[src/rtl/name_pattern.sv]
// Serial ASCII detector for the keyword "IMTIYAZ": one byte per clock, and a
// registered one-cycle pulse on eurika each time the last seven bytes spell it.
module name_pattern (
    input  logic       clk,
    input  logic       rst,
    input  logic [7:0] letter,
    output logic       eurika
);

    typedef enum logic [2:0] {
        S0 = 3'd0,
        S1 = 3'd1,
        S2 = 3'd2,
        S3 = 3'd3,
        S4 = 3'd4,
        S5 = 3'd5,
        S6 = 3'd6,
        S7 = 3'd7
    } state_t;

    localparam logic [7:0] CH_I = 8'h49;
    localparam logic [7:0] CH_M = 8'h4D;
    localparam logic [7:0] CH_T = 8'h54;
    localparam logic [7:0] CH_Y = 8'h59;
    localparam logic [7:0] CH_A = 8'h41;
    localparam logic [7:0] CH_Z = 8'h5A;

    state_t state;
    state_t state_nxt;

    // Each state is the longest pattern prefix that is also a suffix of the
    // input so far; only S4 ("IMTI") can fall back to a two-char prefix.
    always_comb begin
        // NOTE: default first so every path assigns state_nxt and no latch is inferred.
        state_nxt = S0;
        case (state)
            S0: if (letter == CH_I) state_nxt = S1;
            S1: if (letter == CH_M) state_nxt = S2;
                else if (letter == CH_I) state_nxt = S1;
            S2: if (letter == CH_T) state_nxt = S3;
                else if (letter == CH_I) state_nxt = S1;
            S3: if (letter == CH_I) state_nxt = S4;
            S4: if (letter == CH_Y) state_nxt = S5;
                else if (letter == CH_M) state_nxt = S2;
                else if (letter == CH_I) state_nxt = S1;
            S5: if (letter == CH_A) state_nxt = S6;
                else if (letter == CH_I) state_nxt = S1;
            S6: if (letter == CH_Z) state_nxt = S7;
                else if (letter == CH_I) state_nxt = S1;
            S7: if (letter == CH_I) state_nxt = S1;
            default: state_nxt = S0;
        endcase
    end

    // eurika is registered from the next state so it rises on the edge that
    // samples 'Z' without any combinational path from letter to the output.
    always_ff @(posedge clk or negedge rst) begin
        if (!rst) begin
            state  <= S0;
            eurika <= 1'b0;
        end else begin
            // NOTE: non-blocking so state and eurika update together from pre-edge values.
            state  <= state_nxt;
            eurika <= (state_nxt == S7);
        end
    end

endmodule

[config.mk]
export PLATFORM = sky130hd
export DESIGN_NAME = name_pattern
export DESIGN_NICKNAME = d
export VERILOG_FILES = /design/src/rtl/name_pattern.sv
export SDC_FILE = /design/constraint.sdc
export NUM_CORES = 1
export LEC_CHECK = 0
export ABC_AREA = 1
export CORE_AREA = 2 2 39 41
export DETAILED_ROUTE_END_ITERATION = 12
export DIE_AREA = 0 0 41 43
export PLACE_DENSITY = 0.5
export SLEW_MARGIN = 10
export SYNTH_ARGS = -nofsm -noshare
export SYNTH_HDL_FRONTEND = slang
export SYNTH_SLANG_ARGS = --single-unit
[constraint.sdc]
create_clock -name clk -period 0.85 [get_ports clk]
set_input_delay 0.17 -clock clk [delete_from_list [all_inputs] [get_ports clk]]
set_output_delay 0.17 -clock clk [all_outputs]
set_load 0.005 [all_outputs]
* Yosys cells after proc, flatten, opt, wreduce, memory -nomap -nowiden *
Cells that the tools add are included.
W data, S select, Z words.

storage, ports and cells
  output and inout bits = 1
  flip-flop bits (word level) = 4
  logic and storage cells = 26

operators by class
  muxes and demuxes = 8
  reduce and logical (&&, ||, !) cells = 2
  eq/ne operators = 14

operators by type and width
  operator              number
  $eq A8 B7 Y1 const B  6
  $pmux W3 S7           1
  $eq A3 B3 Y1 const B  5
  $mux W3               4
  $eq A3 B2 Y1 const B  2
  $mux W2               2
  $eq A3 B1 Y1 const B  1
  $logic_not A3 Y1      1
  $reduce_or A2 Y1      1
  $mux W1               1

* Logic depth before layout (Yosys ltp) *
  depth in word-level cells = 6
  mapped depth = 8
  mapped depth without buffers = 8

* Least setup slack after synthesis *
OpenSTA, ideal clock, no wires.

  path type = register to register
  start point = reg state[0]
  end point = reg state[1]
  setup slack = -0.059 ns
  cell stages (with the launch flop) = 8
  library setup time = 0.065 ns
  path buffers = 0
  arrival time = 0.844 ns
  cell sequence = dfrtp_1 -> inv_2 -> nand2_1 -> nor2_1 -> nand3_2 -> nand2_1 -> nor2_1 -> nand2_1

between the ends
  longest elaborated chain between the ends = 3
  elaborated cells on any way between the ends = 10
  those cells by class = eq/ne (7); mux (1); reduce/logical (2)

ends and longest elaborated chain
  element                                                  line  text
  from (decl)                                              28    state_t state;
  from (signal assigned)                                   63    state <= state_nxt;
  $eq A3 B3 Y1 / $logic_not A3 Y1 (equally long branches)  36    case (state)
  $reduce_or A2 Y1 (no source line)                        -
  $pmux W3 S7 *                                            36
  named net state_nxt[1]                                   29    state_t state_nxt;

The timed path passes the listed nets; every way through them passes the cells marked *.

* Final worst setup path *
Same ends and word-level chain as after synthesis.

==> metrics.cfg <==
[outcome]
status=complete, but fails checks
violations=negative setup slack

[power]
powerDensity_nw_per_um2=917.3
p_seq_share_pct=37.4
ir_drop_uv=380.4
p_clk_share_pct=43.6
p_sw_share_pct=23.65
leakagePower_nw=0.2830
combPwrFrac_pct=19.0
p_int_uw=391.7
p_switching_uw=121.3

[floorplan]
ios=11
die_area_um2=1763
std_cell_rows=14
die_h_um=43
die_w_um=41
initial_core_util_pct=25.59
coreArea_um2=1384

[layout]
nets=82
fin_area_um2=559.3
mostFrequentLayoutCells=9 x inv_2, 9 x nand2_1, 6 x dlygate4sd2_1
fill_cells=153
diodes=0
drive_gt1_share_pct=48.57
area_growth_pct=57.95
fin_util_pct=40.42

[yosys]
synth_cell_types=13
ys_ff_latch=4
syn_area_um2=354.1
synth_warnings=0
ys_seq_area_share_pct=28.27
syn_nets=66
postSynthAreaPerCell_um2=6.323
syn_inst=56

[clocking]
clkTransAtPathRegs_ps=40
cts_tree=done
clockRootBuffer=clkbuf_4
cts_buffer_depth=2
clk_latency_ps=230
cts_hold_buf=0
htreeDepth=1
clkSinkCount=4
cts-buffers-inserted=3

[routing]
vias_per_cell=4.488
drt-initial-drc-count=4
drtPass1Iterations=4
routedWlPerCell_um=8.256
ant_nets=0
drt_wl_total_um=710
vias=386
remaining_drc_errors=0

[timing]
fin_crit_sh_pct=114.1
setup_ws_ps=-119.5
max_slew_margin_pct=83.67
max_freq_ghz=1.032
hold_viol=0
setup_viol=4
finalHoldWorstSlack_ps=137.5
clock_skew_ps=3.101
period_minus_slack_ps=969.5
tightest_slew_ps=243.1
rsz0062_at_grt=true
drv_slew=0

[place]
dp_slack_ps=-456.9
port_buffers=10
placed_area_um2=479.2
gp_congestion=0.7296
place_hpwl_um=573.9

[global_route]
grt_max_degree=6
antenna_found_initial=0
grt_first_pass_wirelength_um=1138
grt_pass1_vias=316
grt-ovfl-total=0
grt_use_total_pct=9.274

[setup_path]
worstPathRequired_ps=1010
r2r_start=state[0]
endpoint_kind=register
cp_max_fo=5
start_kind=register
worst-r2r-cell-count=7
ff2ff_setup_slack_ps=-120
path_class=reg -> reg
cp.arrival_ps=1130
r2r-end=state[1]

[hold_path]
hold_path.class=in -> async

[flow_run]
maxCapViolations=0

[repair_timing]
item                       in CTS  in global routing
resized for setup              14                 15
pin swaps                       6                  4
cloned                          0                  0
setup buffers                   0                  1
setup endpoints to repair       5                  5
[critical path, cell delays in order, from the launching register on]
cell,delay [ps]
dfrtp_2,430
inv_2,80
nand2_4,50
nor2_4,100
nand3_4,90
nand2_1,70
nor2_1,40
nand2_1,40
[power by group through the flow]
stage	Combinational (mW)	Clock, mW	Sequential (mW)
6_report	0.0973	0.224	0.192
5_1_grt	0.109	0.247	0.192
4_1_cts	0.0926	0.237	0.192
3_5_place_dp	0.0956	0	0.194
3_3_place_gp	0.0959	0	0.194
2_1_floorplan	0.0392	0	0.194
[how the worst max path moves through the flow]
stage / start / to / depth (start not counted) / slack (ps)
floorplan: state[0] / state[1] / 5 / -50
global placement: letter[0] / state[1] / 8 / -470
detailed placement: letter[0] / state[1] / 8 / -460
CTS: state[0] / state[1] / 7 / -130
global route: state[1] / state[1] / 7 / -190
finish: state[0] / state[1] / 7 / -120
[registers in the layout (all words and copies together), names as in the netlist]
signal,cells
state,3
eurika,1
[metrics by stage]
stage	total power [mW]	setup TNS, ps	instances
after detailed placement	0.2899	-1661	82
final	0.5131	-286.2	86
after CTS	0.5218	-467.8	85
after global placement	0.2901	-1709	82
after floorplan	0.2334	-126.1	56
after global routing	0.5476	-580.1	86
[synthesized netlist by cell type, drive strengths merged]
cell type  count  area (um2)
dfrtp          4       100.1
inv           12       45.04
nand2         17       71.32
nand3          8       45.04
nand3b         1       7.510
nand4          2       12.51
nor2          10       62.56
nor3           2       10.01
[cell families (layout without fill, tap and decap cells)]
family                 Yosys count  in the layout  share of synthesized area [%]
buffers and inverters           12             26                          12.72
AND/OR/NAND/NOR                 40             40                          59.01
flip-flops                       4              4                          28.27
[metal layers]
metal | up-vias | GRT usage, % | share of wire [%]
met5 | - | 0 | 0
met4 | 0 | 4.000 | 0
met3 | 0 | 1.571 | 2.1
met2 | 5 | 15.00 | 51
met1 | 179 | 11.40 | 46
li1 | 202 | - | -
[cell type report]
| cell class | instances | area, um2 | share of cell area, % |
|---|---|---|---|
| multi-input cells | 40 | 269.0 | 48.10 |
| inverters | 12 | 45.04 | 8.054 |
| repair buffers | 11 | 100.1 | 17.90 |
| clock buffers | 3 | 22.52 | 4.027 |
| well taps | 16 | 20.02 | 3.579 |
| flip-flops and latches | 4 | 102.6 | 18.34 |
(Power assumes the default switching activity.)
